File: config.mk
export PLATFORM = sky130hd
export DESIGN_NAME = sd_host_register_bank
export DESIGN_NICKNAME = d
export VERILOG_FILES = /design/src/rtl/sd_host_regs_pkg.sv /design/src/rtl/w1c_status_reg.sv /design/src/rtl/sd_host_register_bank.sv
export SDC_FILE = /design/constraint.sdc
export NUM_CORES = 1
export LEC_CHECK = 0
export CORE_AREA = 2 2 197 199
export DETAILED_ROUTE_END_ITERATION = 8
export DIE_AREA = 0 0 199 201
export GPL_TIMING_DRIVEN = 0
export PLACE_DENSITY = 0.81
export SETUP_SLACK_MARGIN = 0.1
export SYNTH_ARGS = -nofsm -noshare
export SYNTH_HDL_FRONTEND = slang
export SYNTH_HIERARCHICAL = 1
export SYNTH_SLANG_ARGS = --single-unit
export TNS_END_PERCENT = 20
File: constraint.sdc
create_clock -name clock -period 2.45 [get_ports clock]
set_input_delay 0.3675 -clock clock [delete_from_list [all_inputs] [get_ports clock]]
set_output_delay 0.3675 -clock clock [all_outputs]
set_load 0.005 [all_outputs]
File: src/rtl/sd_host_regs_pkg.sv
// Shared constants for the SD host register bank: register map addresses,
// named bit positions and a small masked-OR helper.
package sd_host_regs_pkg;

   localparam int REG_W = 32;
   localparam int ADR_W = 5;

   localparam logic [ADR_W-1:0] ADR_ARGUMENT      = 5'd0;
   localparam logic [ADR_W-1:0] ADR_COMMAND       = 5'd1;
   localparam logic [ADR_W-1:0] ADR_BLOCK         = 5'd2;
   localparam logic [ADR_W-1:0] ADR_XFER_MODE     = 5'd3;
   localparam logic [ADR_W-1:0] ADR_RESPONSE0     = 5'd4;
   localparam logic [ADR_W-1:0] ADR_RESPONSE1     = 5'd5;
   localparam logic [ADR_W-1:0] ADR_RESPONSE2     = 5'd6;
   localparam logic [ADR_W-1:0] ADR_RESPONSE3     = 5'd7;
   localparam logic [ADR_W-1:0] ADR_PRESENT_STATE = 5'd8;
   localparam logic [ADR_W-1:0] ADR_HOST_CTRL     = 5'd9;
   localparam logic [ADR_W-1:0] ADR_CLK_CTRL      = 5'd10;
   localparam logic [ADR_W-1:0] ADR_SW_RESET      = 5'd11;
   localparam logic [ADR_W-1:0] ADR_NIS           = 5'd12;
   localparam logic [ADR_W-1:0] ADR_EIS           = 5'd13;
   localparam logic [ADR_W-1:0] ADR_NIE           = 5'd14;
   localparam logic [ADR_W-1:0] ADR_EIE           = 5'd15;

   localparam int CMD_INHIBIT_BIT      = 0;
   localparam int NIS_CMD_COMPLETE_BIT = 0;
   localparam int NIS_ERR_SUMMARY_BIT  = 15;
   localparam int SW_RESET_ALL_BIT     = 0;

   function automatic logic masked_any(input logic [15:0] status, input logic [15:0] enable);
      return |(status & enable);
   endfunction

endpackage

File: src/rtl/w1c_status_reg.sv
// 16-bit sticky status register: hardware sets accumulate, a bus write clears
// the bits written as 1, and a set in the same cycle as a clear wins.
module w1c_status_reg (
   input  logic        clock,
   input  logic        reset,
   input  logic        srst,
   input  logic [15:0] set_bits,
   input  logic        clear_en,
   input  logic [15:0] clear_bits,
   output logic [15:0] status
);

   logic [15:0] status_r;
   logic [15:0] clear_mask_s;

   // Clear mask is only live during a write to this register
   always_comb begin
      if (clear_en) begin
         clear_mask_s = clear_bits;
      end else begin
         clear_mask_s = 16'h0000;
      end
   end

   // Sticky accumulate; OR-ing the set after the clear gives set-wins
   always_ff @(posedge clock or negedge reset) begin
      if (!reset) begin
         status_r <= 16'h0000;
      end else if (srst) begin
         status_r <= 16'h0000;
      end else begin
         status_r <= (status_r & ~clear_mask_s) | set_bits;
      end
   end

   assign status = status_r;

endmodule

File: src/rtl/sd_host_register_bank.sv
// Host-side register bank of the SD host controller: control/status map,
// response capture, sticky interrupt status and command launch.
module sd_host_register_bank
   import sd_host_regs_pkg::*;
(
   input  logic               clock,
   input  logic               reset,
   input  logic [ADR_W-1:0]   adr_i,
   input  logic               reg_write_en,
   input  logic               reg_read_en,
   input  logic [127:0]       data_i,
   input  logic               command_complete,
   input  logic [127:0]       response_i,
   input  logic [15:0]        error_interrupt_status_i,
   input  logic [15:0]        normal_interrupt_status_i,
   output logic [REG_W-1:0]   data_o,
   output logic               read_valid,
   output logic               cmd_start,
   output logic [REG_W-1:0]   argument_o,
   output logic [15:0]        command_o,
   output logic               interrupt_o
);

   logic [REG_W-1:0] argument_r, block_r, xfer_mode_r, host_ctrl_r, clk_ctrl_r, sw_reset_r;
   logic [15:0]      command_r, nie_r, eie_r;
   logic [127:0]     response_r;
   logic             cmd_inhibit_r, cc_prev_r, cmd_start_r, read_valid_r, interrupt_r;
   logic [REG_W-1:0] data_r, rd_data_s, wdata_s;
   logic [15:0]      nis_set_s, nis_stat_s, eis_stat_s, nis_view_s;
   logic             srst_s, wr_en_s, cc_event_s, cmd_accept_s, irq_s;
   logic             nis_clr_en_s, eis_clr_en_s;
   logic             unused_data_hi_s;

   // The soft-reset cycle swallows bus writes and hardware events
   assign srst_s           = sw_reset_r[SW_RESET_ALL_BIT];
   assign wr_en_s          = reg_write_en & ~srst_s;
   assign wdata_s          = data_i[REG_W-1:0];
   assign unused_data_hi_s = ^data_i[127:REG_W];
   assign cc_event_s       = command_complete & ~cc_prev_r & ~srst_s;
   assign cmd_accept_s     = wr_en_s & (adr_i == ADR_COMMAND) & ~cmd_inhibit_r;
   assign nis_clr_en_s     = wr_en_s & (adr_i == ADR_NIS);
   assign eis_clr_en_s     = wr_en_s & (adr_i == ADR_EIS);

   // NIS hardware sets: raw events plus completion; bit15 is never stored
   always_comb begin
      nis_set_s = normal_interrupt_status_i;
      nis_set_s[NIS_ERR_SUMMARY_BIT] = 1'b0;
      nis_set_s[NIS_CMD_COMPLETE_BIT] = nis_set_s[NIS_CMD_COMPLETE_BIT] | cc_event_s;
   end

   w1c_status_reg u_nis (
      .clock      (clock),
      .reset      (reset),
      .srst       (srst_s),
      .set_bits   (nis_set_s),
      .clear_en   (nis_clr_en_s),
      .clear_bits (wdata_s[15:0]),
      .status     (nis_stat_s)
   );

   w1c_status_reg u_eis (
      .clock      (clock),
      .reset      (reset),
      .srst       (srst_s),
      .set_bits   (error_interrupt_status_i),
      .clear_en   (eis_clr_en_s),
      .clear_bits (wdata_s[15:0]),
      .status     (eis_stat_s)
   );

   // NIS as seen by software: bit15 is the live error summary
   always_comb begin
      nis_view_s = nis_stat_s;
      nis_view_s[NIS_ERR_SUMMARY_BIT] = |eis_stat_s;
   end

   assign irq_s = masked_any(nis_view_s, nie_r) | masked_any(eis_stat_s, eie_r);

   // Control registers: soft-reset flush, bus writes, completion capture
   always_ff @(posedge clock or negedge reset) begin
      if (!reset) begin
         argument_r    <= 32'h0000_0000;
         command_r     <= 16'h0000;
         block_r       <= 32'h0000_0000;
         xfer_mode_r   <= 32'h0000_0000;
         host_ctrl_r   <= 32'h0000_0000;
         clk_ctrl_r    <= 32'h0000_0000;
         sw_reset_r    <= 32'h0000_0000;
         nie_r         <= 16'h0000;
         eie_r         <= 16'h0000;
         response_r    <= 128'h0;
         cmd_inhibit_r <= 1'b0;
         cmd_start_r   <= 1'b0;
      end else if (srst_s) begin
         argument_r    <= 32'h0000_0000;
         command_r     <= 16'h0000;
         block_r       <= 32'h0000_0000;
         xfer_mode_r   <= 32'h0000_0000;
         host_ctrl_r   <= 32'h0000_0000;
         clk_ctrl_r    <= 32'h0000_0000;
         sw_reset_r[SW_RESET_ALL_BIT] <= 1'b0;
         nie_r         <= 16'h0000;
         eie_r         <= 16'h0000;
         response_r    <= 128'h0;
         cmd_inhibit_r <= 1'b0;
         cmd_start_r   <= 1'b0;
      end else begin
         if (wr_en_s) begin
            case (adr_i)
               ADR_ARGUMENT:  argument_r  <= wdata_s;
               ADR_COMMAND:   if (!cmd_inhibit_r) command_r <= wdata_s[15:0];
               ADR_BLOCK:     block_r     <= wdata_s;
               ADR_XFER_MODE: xfer_mode_r <= wdata_s;
               ADR_HOST_CTRL: host_ctrl_r <= wdata_s;
               ADR_CLK_CTRL:  clk_ctrl_r  <= wdata_s;
               ADR_SW_RESET:  sw_reset_r  <= wdata_s;
               ADR_NIE:       nie_r       <= wdata_s[15:0];
               ADR_EIE:       eie_r       <= wdata_s[15:0];
               default:       ;
            endcase
         end
         if (cc_event_s) begin
            response_r <= response_i;
         end
         // A newly launched command outranks a stale completion edge
         if (cmd_accept_s) begin
            cmd_inhibit_r <= 1'b1;
         end else if (cc_event_s) begin
            cmd_inhibit_r <= 1'b0;
         end
         cmd_start_r <= cmd_accept_s;
      end
   end

   // Read mux over the pre-edge register values
   always_comb begin
      rd_data_s = 32'h0000_0000;
      case (adr_i)
         ADR_ARGUMENT:      rd_data_s = argument_r;
         ADR_COMMAND:       rd_data_s = {16'h0000, command_r};
         ADR_BLOCK:         rd_data_s = block_r;
         ADR_XFER_MODE:     rd_data_s = xfer_mode_r;
         ADR_RESPONSE0:     rd_data_s = response_r[31:0];
         ADR_RESPONSE1:     rd_data_s = response_r[63:32];
         ADR_RESPONSE2:     rd_data_s = response_r[95:64];
         ADR_RESPONSE3:     rd_data_s = response_r[127:96];
         ADR_PRESENT_STATE: rd_data_s[CMD_INHIBIT_BIT] = cmd_inhibit_r;
         ADR_HOST_CTRL:     rd_data_s = host_ctrl_r;
         ADR_CLK_CTRL:      rd_data_s = clk_ctrl_r;
         ADR_SW_RESET:      rd_data_s = sw_reset_r;
         ADR_NIS:           rd_data_s = {16'h0000, nis_view_s};
         ADR_EIS:           rd_data_s = {16'h0000, eis_stat_s};
         ADR_NIE:           rd_data_s = {16'h0000, nie_r};
         ADR_EIE:           rd_data_s = {16'h0000, eie_r};
         default:           rd_data_s = 32'h0000_0000;
      endcase
   end

   // Read port, interrupt line and completion edge detector
   always_ff @(posedge clock or negedge reset) begin
      if (!reset) begin
         data_r       <= 32'h0000_0000;
         read_valid_r <= 1'b0;
         interrupt_r  <= 1'b0;
         cc_prev_r    <= 1'b0;
      end else begin
         read_valid_r <= reg_read_en;
         if (reg_read_en) begin
            data_r <= rd_data_s;
         end
         interrupt_r <= irq_s;
         cc_prev_r   <= command_complete;
      end
   end

   assign data_o      = data_r;
   assign read_valid  = read_valid_r;
   assign cmd_start   = cmd_start_r;
   assign argument_o  = argument_r;
   assign command_o   = command_r;
   assign interrupt_o = interrupt_r;

endmodule

# Yosys cells after proc, flatten, opt, wreduce, memory -nomap -nowiden
# Cells that the tools add are included.
[word_totals]
reg_bits = 437
inputBits = 298
out_inout_bits = 83
elab_cells = 119
[classes]
n_eq_ne = 16
muxes = 40
bitwise = 20
reduce_logical = 24
[op_table]
columns = ["operator", "count"]
rows = [
  ["32-bit 2-to-1 mux", 15],
  ["31-bit one-hot mux with 15 select lines", 1],
  ["128-bit 2-to-1 mux", 2],
  ["16-bit 2-to-1 mux", 14],
  ["16-bit bitwise AND", 4],
  ["16-bit OR reduction", 3],
  ["5-bit by 4-bit equality test with 1-bit output, second input constant", 8],
  ["16-bit NOT", 2],
  ["5-bit by 3-bit equality test with 1-bit output, second input constant", 4],
  ["2-bit nonzero test", 10],
  ["16-bit by 15-bit OR with 16-bit output", 1],
  ["16-bit OR", 1],
  ["1-bit one-hot mux with 16 select lines", 1],
  ["2-bit AND reduction", 7],
  ["5-bit by 2-bit equality test with 1-bit output, second input constant", 2],
  ["1-bit bitwise AND", 7],
  ["1-bit 2-to-1 mux", 7],
  ["3-bit AND reduction", 2],
  ["5-bit by 1-bit equality test with 1-bit output, second input constant", 1],
  ["5-bit logical NOT", 1],
  ["1-bit NOT", 3],
  ["3-bit nonzero test", 1],
  ["2-bit inequality test, second input constant", 1],
  ["1-bit OR", 2],
]

# Logic depth before layout (Yosys ltp)
# Gate-level depths: netlist (run 1).
[depth]
ltp_word = 8
ltp_mapped = 9
ltp_nobuf = 5

# By module
# The synthesis (run 1) kept the hierarchy.
[modules_own_cells]
columns = ["module", "instances", "cells_per_inst", "area_each_um2", "seq_area_each_um2"]
rows = [
  ["sd_host_register_bank", 1, 1820, 18382.6, 10134.7],
  ["w1c_status_reg", 2, 68, 778.2, 400.4],
]

# Least setup slack after synthesis (run 1)
# No wires, ideal clock.
[synth_timing]
kind = "input port to flip-flop"
from = "in adr_i[3]"
to = "reg data_r[19] (netlist: data_o[19])"
setup_ps = 126
t_arrival_ps = 1959
required_ps = 2324
path_slack_ps = 365
stages = 7
n_path_buf = 3
cell_sequence = "buf_2 -> buf_2 -> buf_1 -> mux2_2 -> a22oi_1 -> nand3_1 -> a221o_1"
[synth_between]
elab_chain_len = 2
word_cells_on_any_way = 16
cone_classes = "eq/ne (14); mux (1); reduce/logical (1)"
[synth_lines]
columns = ["item", "line_no", "rtl"]
rows = [
  ["from (decl)", "sd_host_register_bank.sv:8", "input logic [ADR_W-1:0] adr_i,"],
  ["5-bit by 4-bit equality test with 1-bit output, or another cell as far along", "sd_host_register_bank.sv:138", "case (adr_i)"],
  ["31-bit one-hot mux with 15 select lines (*)", "sd_host_register_bank.sv:138", ""],
  ["to (signal assigned)", "sd_host_register_bank.sv:169", "data_r <= rd_data_s;"],
  ["to (decl)", "sd_host_register_bank.sv:28", "logic [REG_W-1:0] data_r, rd_data_s, wdata_s;"],
]
# Every way passes the cells marked *; elsewhere a longest branch is shown, timed or not.
# A chain may end at the register's enable or synchronous reset.

==> results of run 1 <==
==> registers in the layout, summed over array words and instances, names as in the netlist, 32 cells and up <==
signal,count
sw_reset_r,32
xfer_mode_r,32
data_o,32
block_r,32
response_r,128
host_ctrl_r,32
argument_o,32
clk_ctrl_r,32
==> where the power goes <==
part,switching (mW),internal (mW)
clock network,3.00,4.03
logic,1.56,1.56
registers,1.07,8.23
==> stage by stage <==
step                      instance area (sq um)  setup slack, ns  setup TNS [ns]  cells
after floorplan                           19900            0.365               0   1951
after global routing                      25500         -0.00832        -0.00832   2857
after detailed placement                  23500            -1.51         -247.04   2756
final                                     25500           -0.109          -0.109   2859
after CTS                                 25300           0.0974               0   2852
after global placement                    23400           -17.67        -7924.83   2751
==> metal layers <==
layer  global-route usage, %  vias up
met5                       0        -
met4                    17.8        6
met3                    15.9      264
met2                    62.9     1533
met1                    61.5     9492
li1                        -     7764
==> area by class of cell <==
class	count	area, sq um
inverters	33	124
fillers	2991	12600
flip-flops and latches	436	10900
well taps	518	648
clock buffers	70	1390
multi-input cells	1308	8270
diodes	2	5.00
repair buffers	307	3120
clock inverters	11	105
plain buffers	174	881
==> worst max-delay path by stage <==
stage / end / slack, ns / depth (start not counted)
global placement: response_r[51]$_DFFE_PN0P_ / -17.67 / 1
global route: data_o[8]$_DFFE_PN0P_ / -0.008 / 8
finish: data_o[14]$_DFFE_PN0P_ / -0.11 / 7
detailed placement: xfer_mode_r[28]$_DFFE_PN0P_ / -1.51 / 8
CTS: data_o[4]$_DFFE_PN0P_ / 0.1 / 8
floorplan: data_o[19]$_DFFE_PN0P_ / 0.37 / 7
==> critical path: stages <==
cell and delay, ns:
clkdlybuf4s50_1 0.73, inv_1 0.28, clkbuf_2 0.38, nand2_1 0.26, o21ai_0 0.24, a221oi_2 0.54
a32oi_1 0.18
==> cells in the final DEF, fill, tap and decap left out, types with 5 or more instances in the layout <==
| master | count |
|---|---|
| nand2_1 | 452 |
| inv_1 | 33 |
| clkbuf_16 | 48 |
| o221ai_1 | 5 |
| a22oi_1 | 65 |
| o2bb2ai_1 | 9 |
| buf_6 | 9 |
| buf_2 | 35 |
| buf_4 | 25 |
| mux2_2 | 59 |
| a311oi_2 | 24 |
| mux2i_1 | 32 |
| a311oi_1 | 7 |
| o22a_1 | 5 |
| a32o_1 | 7 |
| nor3_4 | 5 |
| a31oi_1 | 5 |
| dfrtp_1 | 436 |
| o21ai_0 | 11 |
| a22o_1 | 169 |
| a221oi_1 | 22 |
| nand2b_1 | 6 |
| nor2_4 | 7 |
| clkbuf_1 | 89 |
| nand3_1 | 17 |
| clkbuf_8 | 11 |
| a222oi_1 | 16 |
| clkdlybuf4s50_1 | 280 |
| clkbuf_2 | 37 |
| nand4_1 | 8 |
| nor2_1 | 53 |
| a21oi_1 | 221 |
| a32oi_1 | 10 |
| clkinv_2 | 5 |
| nor4_1 | 6 |
| and3_1 | 22 |
==> what timing repair did <==
action | in CTS | in global routing
setup endpoints to repair | 337 | 161
hold endpoints to repair | 61 | 0
hold buffers | 1 | 0
buffers inserted | 14 | 5
resized for setup | 78 | 40
pin swaps | 6 | 5
==> metrics.cfg, run 1 <==
[outcome]
status=finished, violations left
violations=setup timing

[sta]
rsz0062_at_grt=true
worstMarginPinSlew_ns=1.08
clock_skew_ns=0.0327
max_freq_mhz=391
finalMaxSlewViolations=0
fin_crit_ns=2.56
period_share_pct=104
setup_viol=1
slew_headroom_pct=27.9
whs_ns=0.319
setup_slack_ns=-0.109
finalHoldViolCount=0

[drt]
m1WireLength_mm=34.1
top_layer=met5
wl_per_cell_microns=30.9
vias=19059
drt-initial-drc-count=3102
drcViolationCount=0
wl_met2_mm=37.2
ant_nets=0
dr_wl_met3_mm=12.9
drt_wl_total_mm=88.2
drt-pass1-iter-count=8
via_per_inst=6.67

[global_routing]
grt_first_pass_wirelength_mm=126
grt_max_degree=125
grt_overflow_total=0
antenna_found_initial=3
first_global_vias=18459
grtUsageTotal_pct=44.2

[worst_hold_path]
min_path_cells=1
hp-start=command_complete
hold_end=cc_prev_r$_DFF_PN0_
hold_class=in -> reg

[floorplan]
start_util_pct=52.2
ioPinCount=381
fp.dieH_microns=201
dieWidth_microns=199
rows=72
die-area_sq_mm=0.0400
core_sq_mm=0.0381

[final_layout]
fin_nets=2605
layout-drive-gt1-share_pct=13.4
final_util_pct=66.8
syn2layout_area_growth_pct=28.0

[yosys]
synth.avg_cell_area_sq_um=10.2
yosys_warnings=6
synth_nets=2249
syn_area_sq_mm=0.0199
synth_cells=1951

[clock_tree]
root_buffer=clkbuf_16
cts_buffer_depth=3
cts_made_buffers=47
h-tree-depth=2
cts_tree=yes
clock_sinks=436
clock_latency_ns=0.61
clkTransAtPathRegs_ns=0.06

[pwr]
p_leak_nw=11.0
p_per_area_mw_per_mm2=764
ir_drop_mv=0.541
power_mw=19.4

[worst_setup_path]
cp-start-kind=input port
worstSetupEndpointType=register
reg2reg_from=sw_reset_r[0]$_DFF_PN0_
critPathLaunch=reg_read_en
r2r_end=xfer_mode_r[1]$_DFFE_PN0P_
cp_data_arrival_time_ns=3.01
rr_worst_depth=4
crit_fanout=10
path_class=in -> reg
r2r_slack_ns=0.11
cp.required_ns=2.90

[placement]
gp_congestion=1.06
port_buffers=282
dpl.hpwl_mm=65.3

[job]
maxCapViolCount=0

Note: power is estimated with default switching activity, not from simulation.
==> inputs of run 2 (changes only) <==
SLEW_MARGIN = 20   (was default)
==> metrics.cfg, run 2 (synthesis gave the netlist of run 1 again) <==
[outcome]
status=finished, final reports clean

[sta]
finalMaxSlewViolations=0  ; unchanged
rsz0062_at_grt=true
period_share_pct=99.0  ; -5.4 points
setup_viol=0  ; -1
slew_headroom_pct=30.0  ; +2.1 points
worstMarginPinSlew_ns=1.05  ; -0.0313 ns
finalHoldViolCount=0  ; unchanged
max_freq_mhz=412  ; +5.4%
fin_crit_ns=2.43  ; -0.132 ns
clock_skew_ns=0.0155  ; -0.0172 ns

[worst_setup_path]
cp_data_arrival_time_ns=2.93  ; -0.08 ns
rr_worst_depth=4  ; unchanged
path_cells=clkdlybuf4s50_1 -> buf_4 -> nor3_2 -> and3_1 -> clkbuf_1 -> clkbuf_2 -> nand2_1 -> a21oi_1
worstSetupEndpointType=register
critPathLaunch=adr_i[4]
cp_top_family=buffers and inverters
cp-start-kind=input port
path_class=in -> reg
cp.required_ns=2.95  ; +0.05 ns
crit_fanout=10  ; unchanged
cp.depth=8  ; +1
worstSetupEndpoint=argument_o[9]$_DFFE_PN0P_
r2r_end=host_ctrl_r[4]$_DFFE_PN0P_
reg2reg_from=sw_reset_r[0]$_DFF_PN0_
cp_num_buf_inv=4  ; +1
slowest_delay_ns=0.52  ; -0.21 ns
r2r_slack_ns=0.10  ; about the same
crit_slowest_cell=nor3_2

[floorplan]
ioPinCount=381  ; unchanged
die-area_sq_mm=0.0400  ; unchanged
core_sq_mm=0.0381  ; unchanged
fp.dieH_microns=201  ; unchanged
start_util_pct=52.2  ; unchanged
dieWidth_microns=199  ; unchanged
rows=72  ; unchanged

[final_layout]
final_cell_mix=nand2_1, dfrtp_1, clkdlybuf4s50_1, a21oi_1, a22o_1
layout-drive-gt1-share_pct=13.3  ; -0.043 points
final_common_cell=nand2_1
largest_register_ffs=128  ; unchanged
syn2layout_area_growth_pct=28.3
finalNonFillerCells=2859  ; unchanged
fin_nets=2604  ; -0.038%
finalInstanceArea_sq_mm=0.0255  ; +0.27%
regMostFlops=response_r

[clock_tree]
clock_latency_ns=0.60  ; about the same
root_buffer=clkbuf_16
clkTransAtPathRegs_ns=0.06  ; about the same
cts_buffer_depth=3  ; unchanged
cts_made_buffers=46  ; -2.1%
cts_tree=yes
clock_sinks=436  ; unchanged
h-tree-depth=2  ; unchanged

[pwr]
p_int_mw=14.0  ; +1.6%
p_per_area_mw_per_mm2=770  ; +0.84%
clock_power_share_pct=36.9  ; +0.7 points
p_leak_nw=11.0  ; +0.22%
swShare_pct=28.7  ; -0.31 points
ir_drop_mv=0.581  ; +7.3%
power_mw=19.7  ; +1.1%
seqPwrFrac_pct=47.2  ; -0.6 points
power_frac_comb_pct=15.9  ; about the same
switchingPower_mw=5.63  ; about the same

[worst_hold_path]
hold_class=in -> reg

[global_routing]
grt_max_degree=100  ; -20%
antenna_found_initial=2  ; -1
grt_first_pass_wirelength_mm=125  ; -0.57%
first_global_vias=18389  ; -0.38%
grtUsageTotal_pct=43.9  ; -0.27 points
grt_overflow_total=0  ; unchanged

[drt]
drt-pass1-iter-count=7  ; -1
ant_nets=0  ; unchanged
drcViolationCount=0  ; unchanged
via_per_inst=6.69  ; +0.36%
vias=19127  ; +0.36%
drt-initial-drc-count=2916  ; -6.0%
wl_per_cell_microns=30.8  ; -0.33%
drt_wl_total_mm=88.0  ; -0.33%

[placement]
port_buffers=282  ; unchanged
dpl.hpwl_mm=65.2  ; -0.21%
gp_congestion=1.06  ; unchanged
placed_area_sq_mm=0.0235  ; about the same
place_inst=2755  ; -0.036%

[job]
maxCapViolCount=0  ; unchanged

## run 2: through the flow
step	TNS (ns)	utilization, %	setup WS, ns	hold slack, ns
floorplan	0	-	0.365	0.0719
global placement	-7924.83	61.3	-17.67	0.483
detailed placement	-229.73	61.7	-1.49	0.438
CTS	0	66.6	0.102	0.284
global route	0	67.0	0.0660	0.136
finish	0	67.0	0.0235	0.158
## run 2: layout make-up
| type | instances | area [sq um] |
|---|---|---|
| well taps | 518 | 648 |
| clock buffers | 68 | 1360 |
| flip-flops and latches | 436 | 10900 |
| plain buffers | 174 | 902 |
| clock inverters | 13 | 178 |
| diodes | 2 | 5.00 |
| repair buffers | 307 | 3120 |
| inverters | 33 | 124 |
| multi-input cells | 1308 | 8280 |
| fillers | 2991 | 12600 |
## run 2: worst min-delay path by stage
stage / from / to / slack, ns / cells past startpoint
floorplan: reset / argument_o[0]$_DFFE_PN0P_ / 0.07 / 0
global placement: response_r[118]$_DFFE_PN0P_ / response_r[118]$_DFFE_PN0P_ / 0.48 / 1
detailed placement: reset / command_o[6]$_DFFE_PN0P_ / 0.44 / 1
CTS: command_complete / cc_prev_r$_DFF_PN0_ / 0.28 / 1
global route: reg_read_en / read_valid$_DFF_PN0_ / 0.14 / 1
finish: reg_read_en / read_valid$_DFF_PN0_ / 0.16 / 1
## run 2: per-layer routing
metal  track usage, %  up-vias  part of all wire [%]
met5                0        -                 0.020
met4             18.2        2                   4.8
met3             16.4      272                    15
met2             61.7     1536                    42
met1             61.3     9555                    38
li1                 -     7762                     -
## run 2: what timing repair did
action	in CTS	in global routing
hold buffers	1	0
pin swaps	3	7
hold endpoints to repair	86	0
buffers inserted	11	9
resized for setup	77	48
endpoints found under the setup margin	326	204
## run 2: power groups by stage
stage	Combinational, mW	Clock [mW]	Sequential (mW)
global placement	2.85	0	9.28
finish	3.12	7.25	9.29
floorplan	1.52	0	8.82
global route	3.34	7.52	9.31
detailed placement	2.97	0	9.29
CTS	3.03	7.22	9.18
